File: src/rtl/flit_demux_n.sv
`default_nettype none
// ============================================================================
// Module   : flit_demux_n
// Brief    : Wormhole flit demultiplexer with head-locked routing and a
//            one-entry registered output stage. Optional per-output transfer
//            counters are enabled by defining FLIT_DEMUX_STATS_EN.
// Revision : 1.0
// ============================================================================
module flit_demux_n #(
    parameter int FLIT_W  = 32,
    parameter int NUM_OUT = 4,
    parameter int SEL_W   = 2
) (
    input  logic               clk,
    input  logic               reset,
    input  logic               in_valid,
    output logic               in_ready,
    input  logic [FLIT_W-1:0]  in_flit,
    input  logic               in_head,
    input  logic               in_tail,
    input  logic [SEL_W-1:0]   in_select,
    output logic [NUM_OUT-1:0] out_valid,
    input  logic [NUM_OUT-1:0] out_ready,
    output logic [FLIT_W-1:0]  out_flit,
    output logic               out_head,
    output logic               out_tail,
`ifdef FLIT_DEMUX_STATS_EN
    output logic [NUM_OUT*16-1:0] stat_count,
`endif
    output logic               err_drop
);

    localparam logic [SEL_W:0] c_num_out = (SEL_W+1)'(NUM_OUT);

    typedef enum logic [1:0] {
        S_IDLE = 2'd0,
        S_BODY = 2'd1,
        S_DROP = 2'd2
    } state_t;

    state_t              r_state;
    state_t              w_state_nxt;
    logic                r_buf_valid;
    logic [SEL_W-1:0]    r_buf_dest;
    logic [SEL_W-1:0]    r_lock_dest;
    logic [FLIT_W-1:0]   r_flit;
    logic                r_head;
    logic                r_tail;
    logic                r_err;

    logic [NUM_OUT-1:0]  w_dest_onehot;
    logic                w_ready_sel;
    logic                w_drain;
    logic                w_accept;
    logic                w_sel_ok;
    logic                w_load;
    logic                w_drop_err;
    logic [SEL_W-1:0]    w_load_dest;

    always_comb begin
        w_dest_onehot = '0;
        for (int i = 0; i < NUM_OUT; i++) begin
            w_dest_onehot[i] = (r_buf_dest == SEL_W'(i));
        end
    end

    assign w_ready_sel = |(out_ready & w_dest_onehot);
    assign w_drain     = r_buf_valid & w_ready_sel;
    assign in_ready    = (r_state == S_DROP) | ~r_buf_valid | w_ready_sel;
    assign w_accept    = in_valid & in_ready;
    assign w_sel_ok    = ({1'b0, in_select} < c_num_out);

    // Routing decisions are only taken on an accepted flit.
    always_comb begin
        w_state_nxt = r_state;
        w_load      = 1'b0;
        w_drop_err  = 1'b0;
        w_load_dest = r_lock_dest;
        if (w_accept) begin
            case (r_state)
                S_IDLE: begin
                    if (in_head && w_sel_ok) begin
                        w_load      = 1'b1;
                        w_load_dest = in_select;
                        if (!in_tail) w_state_nxt = S_BODY;
                    end else begin
                        w_drop_err = 1'b1;
                        if (in_head && !in_tail) w_state_nxt = S_DROP;
                    end
                end
                S_BODY: begin
                    w_load = 1'b1;
                    if (in_tail) w_state_nxt = S_IDLE;
                end
                S_DROP: begin
                    if (in_tail) w_state_nxt = S_IDLE;
                end
                default: w_state_nxt = S_IDLE;
            endcase
        end
    end

    always_ff @(posedge clk) begin
        if (reset) begin
            r_state     <= S_IDLE;
            r_buf_valid <= 1'b0;
            r_buf_dest  <= '0;
            r_lock_dest <= '0;
            r_flit      <= '0;
            r_head      <= 1'b0;
            r_tail      <= 1'b0;
            r_err       <= 1'b0;
        end else begin
            r_state <= w_state_nxt;
            r_err   <= w_drop_err;
            if (w_load) begin
                r_buf_valid <= 1'b1;
                r_buf_dest  <= w_load_dest;
                r_lock_dest <= w_load_dest;
                r_flit      <= in_flit;
                r_head      <= in_head;
                r_tail      <= in_tail;
            end else if (w_drain) begin
                r_buf_valid <= 1'b0;
            end
        end
    end

    assign out_valid = w_dest_onehot & {NUM_OUT{r_buf_valid}};
    assign out_flit  = r_flit;
    assign out_head  = r_head;
    assign out_tail  = r_tail;
    assign err_drop  = r_err;

`ifdef FLIT_DEMUX_STATS_EN
    for (genvar g = 0; g < NUM_OUT; g++) begin : g_stat
        logic [15:0] r_cnt;
        always_ff @(posedge clk) begin
            if (reset) begin
                r_cnt <= '0;
            end else if (out_valid[g] && out_ready[g] && (r_cnt != 16'hFFFF)) begin
                r_cnt <= r_cnt + 16'd1;
            end
        end
        assign stat_count[16*g +: 16] = r_cnt;
    end
`endif

endmodule
`default_nettype wire

File: config.mk
export PLATFORM = sky130hd
export DESIGN_NAME = flit_demux_n
export DESIGN_NICKNAME = d
export VERILOG_FILES = /design/src/rtl/flit_demux_n.sv
export SDC_FILE = /design/constraint.sdc
export NUM_CORES = 1
export LEC_CHECK = 0
export CORE_MARGIN = 5
export CORE_UTILIZATION = 38
export DETAILED_ROUTE_END_ITERATION = 16
export HOLD_SLACK_MARGIN = 0.02
export MAX_ROUTING_LAYER = met4
export PLACE_DENSITY = 0.83
export SYNTH_ARGS = -nofsm -noshare
export SYNTH_HDL_FRONTEND = slang
export SYNTH_SLANG_ARGS = --single-unit
File: constraint.sdc
create_clock -name clk -period 1.7 [get_ports clk]
set_input_delay 0.17 -clock clk [delete_from_list [all_inputs] [get_ports clk]]
set_output_delay 0.17 -clock clk [all_outputs]
set_load 0.02 [all_outputs]
==> impl_metrics.prom, run 1 <==
# TYPE chip_impl_metric gauge
chip_impl_metric{name="antenna_violations_before_repair",unit=""} 0
chip_impl_info{name="crit-reg2reg-launch",value="r_state[0]"} 1
chip_impl_metric{name="synth_seq_cells",unit=""} 40
chip_impl_metric{name="hpwl",unit="µm"} 3322
chip_impl_metric{name="initialDrtViolationCount",unit=""} 40
chip_impl_info{name="cts_tree",value="built"} 1
chip_impl_metric{name="relSlewSlack",unit="%"} 69.96
chip_impl_metric{name="cellPowerDensity",unit="nW/µm²"} 760.1
chip_impl_metric{name="number_of_flops_mapped_to_enable_cells_by_yosys",unit=""} 0
chip_impl_metric{name="yosysSeqAreaShare",unit="%"} 40.46
chip_impl_metric{name="drc",unit=""} 0
chip_impl_info{name="critical_path_start_type",value="flop"} 1
chip_impl_metric{name="layout_worst_path_cycle_share",unit="%"} 99.64
chip_impl_metric{name="die-width",unit="µm"} 82.18
chip_impl_info{name="layout.cells.most_common",value="clkdlybuf4s50_1"} 1
chip_impl_metric{name="p_switching",unit="W"} 0.0005841
chip_impl_metric{name="postLayoutCoreUtil",unit="%"} 60.48
chip_impl_metric{name="minimum_clock_period",unit="ps"} 1694
chip_impl_metric{name="max_slew.worst_pin.slew",unit="ps"} 450.6
chip_impl_metric{name="drv.max_cap_violation_count",unit=""} 0
chip_impl_metric{name="netlist-cell-type-count",unit=""} 28
chip_impl_metric{name="holdBufCountCts",unit=""} 0
chip_impl_metric{name="ctsHtreeMaxLevel",unit=""} 2
chip_impl_info{name="status",value="complete, no violations"} 1
chip_impl_metric{name="seq_power_share",unit="%"} 44.1
chip_impl_metric{name="avg_synthesized_cell_area",unit="µm²"} 10.36
chip_impl_metric{name="cts_made_buffers",unit=""} 5
chip_impl_metric{name="postRouteWirelength",unit="µm"} 4487
chip_impl_metric{name="timing.clock.skew",unit="ps"} 2.165
chip_impl_metric{name="achievable-frequency",unit="GHz"} 0.5904
chip_impl_metric{name="grt_max_degree",unit=""} 53
chip_impl_metric{name="finalSetupTns",unit="ps"} 0
chip_impl_metric{name="fp.dieArea",unit="µm²"} 6753
chip_impl_metric{name="holdPathStages",unit=""} 2
chip_impl_info{name="ctsRootBufferMaster",value="clkbuf_8"} 1
chip_impl_metric{name="layout-drive-gt1-share",unit="%"} 15.25
chip_impl_info{name="timing.setup.critical_path_class",value="flop to flop"} 1
chip_impl_metric{name="cts_buffer_depth",unit=""} 2
chip_impl_metric{name="p_int",unit="W"} 0.001749
chip_impl_info{name="tightest_hold_check_type",value="primary input to flop"} 1
chip_impl_metric{name="post_synth_inst_count",unit=""} 191
chip_impl_metric{name="synthesis.area",unit="µm²"} 1979
chip_impl_info{name="grt_setup_unrepaired",value="true"} 1
chip_impl_info{name="critPathLaunch",value="r_state[0]"} 1
chip_impl_metric{name="timing.critical_path.required",unit="ps"} 1910
chip_impl_metric{name="pwr-share-clk",unit="%"} 32.5
chip_impl_metric{name="drt_first_pass_iters",unit=""} 4
chip_impl_info{name="worst_setup_path_end_kind",value="flop"} 1
chip_impl_metric{name="hold_viol",unit=""} 0
chip_impl_metric{name="drt-vias-per-instance",unit=""} 4.517
chip_impl_metric{name="worst_setup_hold_path_clk_slew",unit="ps"} 70
chip_impl_metric{name="report.final.slew_viol_count",unit=""} 0
chip_impl_metric{name="num_vias",unit=""} 1590
chip_impl_metric{name="critPathMaxFanout",unit=""} 16
chip_impl_metric{name="floorplan.initialDensity",unit="%"} 39.00
chip_impl_metric{name="floorplan.io_pins",unit=""} 83
chip_impl_metric{name="leakage_power",unit="nW"} 1.175
chip_impl_info{name="layout_common_cells",value="clkdlybuf4s50_1, nand2b_1, dfxtp_1"} 1
chip_impl_metric{name="async_reset_ff_share",unit="%"} 0
chip_impl_metric{name="grt_use_total",unit="%"} 14.37
chip_impl_metric{name="grt_pass1_vias",unit=""} 1640
chip_impl_metric{name="area_growth",unit="%"} 55.06
chip_impl_metric{name="port-buffer-count",unit=""} 82
chip_impl_metric{name="final_antenna_net_count",unit=""} 0
chip_impl_info{name="hold_path.startpoint",value="reset"} 1
chip_impl_metric{name="worst_ep_arrival_time",unit="ps"} 1910
chip_impl_metric{name="die-height",unit="µm"} 82.18
chip_impl_metric{name="routed_wire_length_per_instance",unit="µm"} 12.75
chip_impl_metric{name="rrSetupSlack",unit="ps"} 6
chip_impl_metric{name="global_route.overflow_total",unit=""} 0
chip_impl_metric{name="r2r.worst_path.cells",unit=""} 7
chip_impl_metric{name="nNetsFinal",unit=""} 327
chip_impl_metric{name="timing.final.setup_violations",unit=""} 0
chip_impl_metric{name="worst_ir_drop_vdd",unit="V"} 0.0004388
chip_impl_metric{name="gp_congestion",unit=""} 0.7833
chip_impl_metric{name="core_region_area",unit="µm²"} 5075
chip_impl_metric{name="n_fill_cell",unit=""} 460
chip_impl_metric{name="global_route_wire_length_before_repair",unit="µm"} 7272
chip_impl_metric{name="synth-warning-count",unit=""} 0
chip_impl_metric{name="synth.net_count",unit=""} 237
chip_impl_metric{name="antenna_cells_inserted",unit=""} 0
chip_impl_metric{name="combinationalPowerShare",unit="%"} 23.4
chip_impl_metric{name="power.switching_fraction",unit="%"} 25.03
chip_impl_metric{name="clock_sink_count",unit=""} 40
chip_impl_info{name="synthFlopType",value="dfxtp_1"} 1
chip_impl_metric{name="std_cell_rows",unit=""} 26
chip_impl_metric{name="insertion_delay",unit="ps"} 280
critical path: stages, from the launching register on:
cell	delay [ps]
dfxtp_2	330
inv_2	60
ha_4	120
and3b_2	230
a22oi_4	220
and3_4	260
buf_12	180
mux2i_2	210
per-stage QoR:
stage	power, W	setup WS [ps]	instance area, µm²	cells	hold slack, ps
final	0.002333	6.110	3069	352	319.4
after global routing	0.002461	-75.28	3069	352	348.8
after CTS	0.002367	-39.10	3038	351	283.4
after detailed placement	0.001595	-109.7	2925	343	463.1
after global placement	0.001584	-106.0	2925	343	456.1
after floorplan	0.001340	-41.28	2003	191	317.2
timing repair:
item | 4_1_cts | 5_1_grt
resized for setup | 10 | 7
pin swaps | 1 | 3
endpoints found under the setup margin | 13 | 34
setup buffers | 0 | 1
synthesized netlist by cell type, types with 2 or more instances:
master    count  area (µm²)
nor3b_1       2       15.01
nand2b_1     70       437.9
nand2_1       2       7.510
buf_12        3       60.06
ha_1          3       37.54
dfxtp_1      40       800.8
nor2_1        5       18.77
inv_1         2       7.510
mux2i_1      36       360.4
buf_6         2       22.52
clkbuf_1      8       30.03
nand3_1       2       10.01
layout make-up:
type	count	area, µm²	share of cell area [%]
Clock inverter	2	35.03	1.141
Sequential cell	40	804.5	26.21
Tap cell	70	87.58	2.854
Multi-Input combinational cell	136	1110	36.16
Clock buffer	6	72.57	2.364
Inverter	2	7.507	0.2446
Timing Repair Buffer	96	952.2	31.02
registers in the layout, summed over array words and instances (netlist names):
signal and count:
err_drop 1, out_flit 32, r_state 2, r_lock_dest 2, out_head 1, r_buf_valid 1
out_tail 1
metal layers:
| metal | vias up | routed length (µm) | GRT usage [%] |
|---|---|---|---|
| met4 | 0 | 44 | 3.987 |
| met5 | - | 0 | - |
| li1 | 805 | - | - |
| met3 | 5 | 295 | 4.555 |
| met1 | 732 | 1971 | 16.29 |
| met2 | 48 | 2176 | 24.39 |
power groups by stage:
stage               Clock (W)  Combinational [W]  Sequential (W)
floorplan                   0           0.000227         0.00111
global placement            0           0.000535         0.00105
CTS                  0.000792           0.000545         0.00103
finish               0.000757           0.000546         0.00103
global route         0.000836           0.000586         0.00104
detailed placement          0           0.000543         0.00105
cells by family after synthesis:
kind of cell / synth area share (%)
AND/OR/NAND/NOR: 27.81
flip-flops: 40.46
buffers and inverters: 6.069
AO/OA/AOI/OAI: 3.161
adder cells (fa/ha/maj): 1.897
multiplexers: 20.61
path summary, 6_finish.rpt:
path,end
worst min-delay path,r_lock_dest[0]
worst min register to register,out_flit[10]
worst max-delay path,out_flit[6]
worst max register to register,out_flit[6]
Note: power is estimated with default switching activity, not from simulation.
==> inputs of run 2 (changes only) <==
- PLACE_DENSITY: 0.83 -> 0.75
==> impl_metrics.prom, run 2 (same netlist as run 1, synthesis figures left out) <==
# TYPE chip_impl_metric gauge
chip_impl_info{name="ctsRootBufferMaster",value="clkbuf_8"} 1
chip_impl_metric{name="detailroute.wirelength.met3",unit="µm"} 304
chip_impl_metric{name="antenna_violations_before_repair",unit=""} 0
chip_impl_metric{name="ctsHtreeMaxLevel",unit=""} 2
chip_impl_metric{name="place_ws",unit="ps"} -87.51
chip_impl_metric{name="grt_pass1_vias",unit=""} 1583
chip_impl_metric{name="gp_congestion",unit=""} 0.6847
chip_impl_metric{name="grt_max_degree",unit=""} 40
chip_impl_metric{name="worst_ir_drop_vdd",unit="V"} 0.0003371
chip_impl_metric{name="postCtsSetupRepairBufs",unit=""} 0
chip_impl_metric{name="fp.dieArea",unit="µm²"} 6753
chip_impl_metric{name="route.layer.met1.wl",unit="µm"} 1911
chip_impl_info{name="cts_tree",value="built"} 1
chip_impl_metric{name="timing.critical_path.required",unit="ps"} 1910
chip_impl_metric{name="worst_ep_arrival_time",unit="ps"} 1860
chip_impl_info{name="layout_common_cells",value="clkdlybuf4s50_1, nand2b_1, dfxtp_1"} 1
chip_impl_info{name="timing.setup.critical_path_class",value="flop to flop"} 1
chip_impl_metric{name="antenna_cells_inserted",unit=""} 0
chip_impl_metric{name="fin_ws",unit="ps"} 57.17
chip_impl_metric{name="report.final.slew_viol_count",unit=""} 0
chip_impl_metric{name="initialDrtViolationCount",unit=""} 39
chip_impl_metric{name="leakage_power",unit="nW"} 1.156
chip_impl_metric{name="std_cell_rows",unit=""} 26
chip_impl_metric{name="die-height",unit="µm"} 82.18
chip_impl_metric{name="worst_setup_hold_path_clk_slew",unit="ps"} 80
chip_impl_info{name="worst_setup_path_end_kind",value="flop"} 1
chip_impl_metric{name="timing.final.setup_violations",unit=""} 0
chip_impl_metric{name="clock_sink_count",unit=""} 40
chip_impl_metric{name="cts_made_buffers",unit=""} 5
chip_impl_metric{name="route.met2.wl",unit="µm"} 2019
chip_impl_metric{name="holdPathStages",unit=""} 2
chip_impl_metric{name="drt-vias-per-instance",unit=""} 4.433
chip_impl_metric{name="post_dp_cell_area",unit="µm²"} 2910
chip_impl_info{name="status",value="complete, no violations"} 1
chip_impl_metric{name="drv.max_cap_violation_count",unit=""} 0
chip_impl_metric{name="drc",unit=""} 0
chip_impl_metric{name="postRouteWirelength",unit="µm"} 4278
chip_impl_metric{name="max_slew.worst_pin.slew",unit="ps"} 569.8
chip_impl_metric{name="drt_first_pass_iters",unit=""} 4
chip_impl_metric{name="critPathMaxFanout",unit=""} 17
chip_impl_metric{name="port-buffer-count",unit=""} 82
chip_impl_metric{name="area_growth",unit="%"} 52.40
chip_impl_metric{name="final_antenna_net_count",unit=""} 0
chip_impl_metric{name="achievable-frequency",unit="GHz"} 0.6087
chip_impl_metric{name="layout-drive-gt1-share",unit="%"} 13.26
chip_impl_info{name="grt_setup_unrepaired",value="true"} 1
chip_impl_metric{name="postLayoutCoreUtil",unit="%"} 59.44
chip_impl_metric{name="hpwl",unit="µm"} 3246
chip_impl_metric{name="routed_wire_length_per_instance",unit="µm"} 12.26
chip_impl_metric{name="die-width",unit="µm"} 82.18
chip_impl_metric{name="cts_buffer_depth",unit=""} 2
chip_impl_metric{name="final_cell_area",unit="µm²"} 3017
chip_impl_metric{name="worst_hold_slack",unit="ps"} 375.6
chip_impl_metric{name="nNetsFinal",unit=""} 324
chip_impl_metric{name="insertion_delay",unit="ps"} 290
chip_impl_metric{name="layout_worst_path_cycle_share",unit="%"} 96.64
chip_impl_metric{name="finalPower",unit="W"} 0.002313
chip_impl_metric{name="relSlewSlack",unit="%"} 62.01
chip_impl_metric{name="global_route_wire_length_before_repair",unit="µm"} 7024
chip_impl_metric{name="cellPowerDensity",unit="nW/µm²"} 766.8
chip_impl_metric{name="floorplan.initialDensity",unit="%"} 39.00
chip_impl_info{name="critical_path_start_type",value="flop"} 1
chip_impl_metric{name="r2r.worst_path.cells",unit=""} 7
chip_impl_metric{name="minimum_clock_period",unit="ps"} 1643
chip_impl_metric{name="largest_register_ffs",unit=""} 32
chip_impl_metric{name="num_vias",unit=""} 1547
chip_impl_metric{name="floorplan.io_pins",unit=""} 83
chip_impl_metric{name="n_fill_cell",unit=""} 466
chip_impl_info{name="maxUsedRoutingLayer",value="met4"} 1
chip_impl_metric{name="grt_use_total",unit="%"} 13.67
chip_impl_metric{name="core_region_area",unit="µm²"} 5075
chip_impl_metric{name="timing.clock.skew",unit="ps"} 8.151
chip_impl_metric{name="hold_viol",unit=""} 0
chip_impl_info{name="tightest_hold_check_type",value="primary input to flop"} 1
chip_impl_info{name="layout.cells.most_common",value="clkdlybuf4s50_1"} 1
chip_impl_metric{name="global_route.overflow_total",unit=""} 0
run 2: cell type report:
| cell class | instances | area [µm²] | area share (%) |
|---|---|---|---|
| clock buffers | 6 | 72.57 | 2.406 |
| inverters | 2 | 7.507 | 0.2489 |
| repair buffers | 93 | 925.9 | 30.69 |
| multi-input cells | 136 | 1084 | 35.92 |
| flip-flops and latches | 40 | 804.5 | 26.67 |
| clock inverters | 2 | 35.03 | 1.161 |
| well taps | 70 | 87.58 | 2.903 |
run 2: worst paths after layout:
| kind | from | end | slack (ps) |
|---|---|---|---|
| worst max-delay path | r_state[0] | out_flit[10] | 60 |
| worst min-delay path | reset | r_lock_dest[1] | 380 |
| worst max register to register | r_state[0] | out_flit[10] | 60 |
| worst min register to register | out_flit[13] | out_flit[13] | 470 |
run 2: report_power, final:
part           total [W]  switching [W]  internal, W
logic           0.000530       0.000221     0.000309
clock network   0.000754       0.000319     0.000436
registers        0.00103      0.0000331     0.000996
run 2: worst max-delay path: stages, from the launching register on:
cell and delay, ps:
dfxtp_2 330, inv_2 70, ha_4 130, and3b_2 230, a22oi_4 180, and3_4 240
buf_12 180, mux2i_1 210
run 2: repair_timing:
action                                 in CTS  in global routing
setup endpoints to repair                   5                 22
endpoints found under the hold margin       0                  0
resized for setup                           9                  2
hold buffers                                0                  0
run 2: per-stage QoR:
step	setup TNS, ps	cells
6_report	0	349
3_3_place_gp	-155.6	341
5_1_grt	-163.1	349
2_1_floorplan	-1238	191
4_1_cts	0	349
3_5_place_dp	-185.0	341
run 2: per-layer routing:
metal,vias to the layer above,global-route usage [%]
met2,52,22.94
met4,0,4.485
met5,-,-
li1,802,-
met1,688,16.16
met3,5,3.145
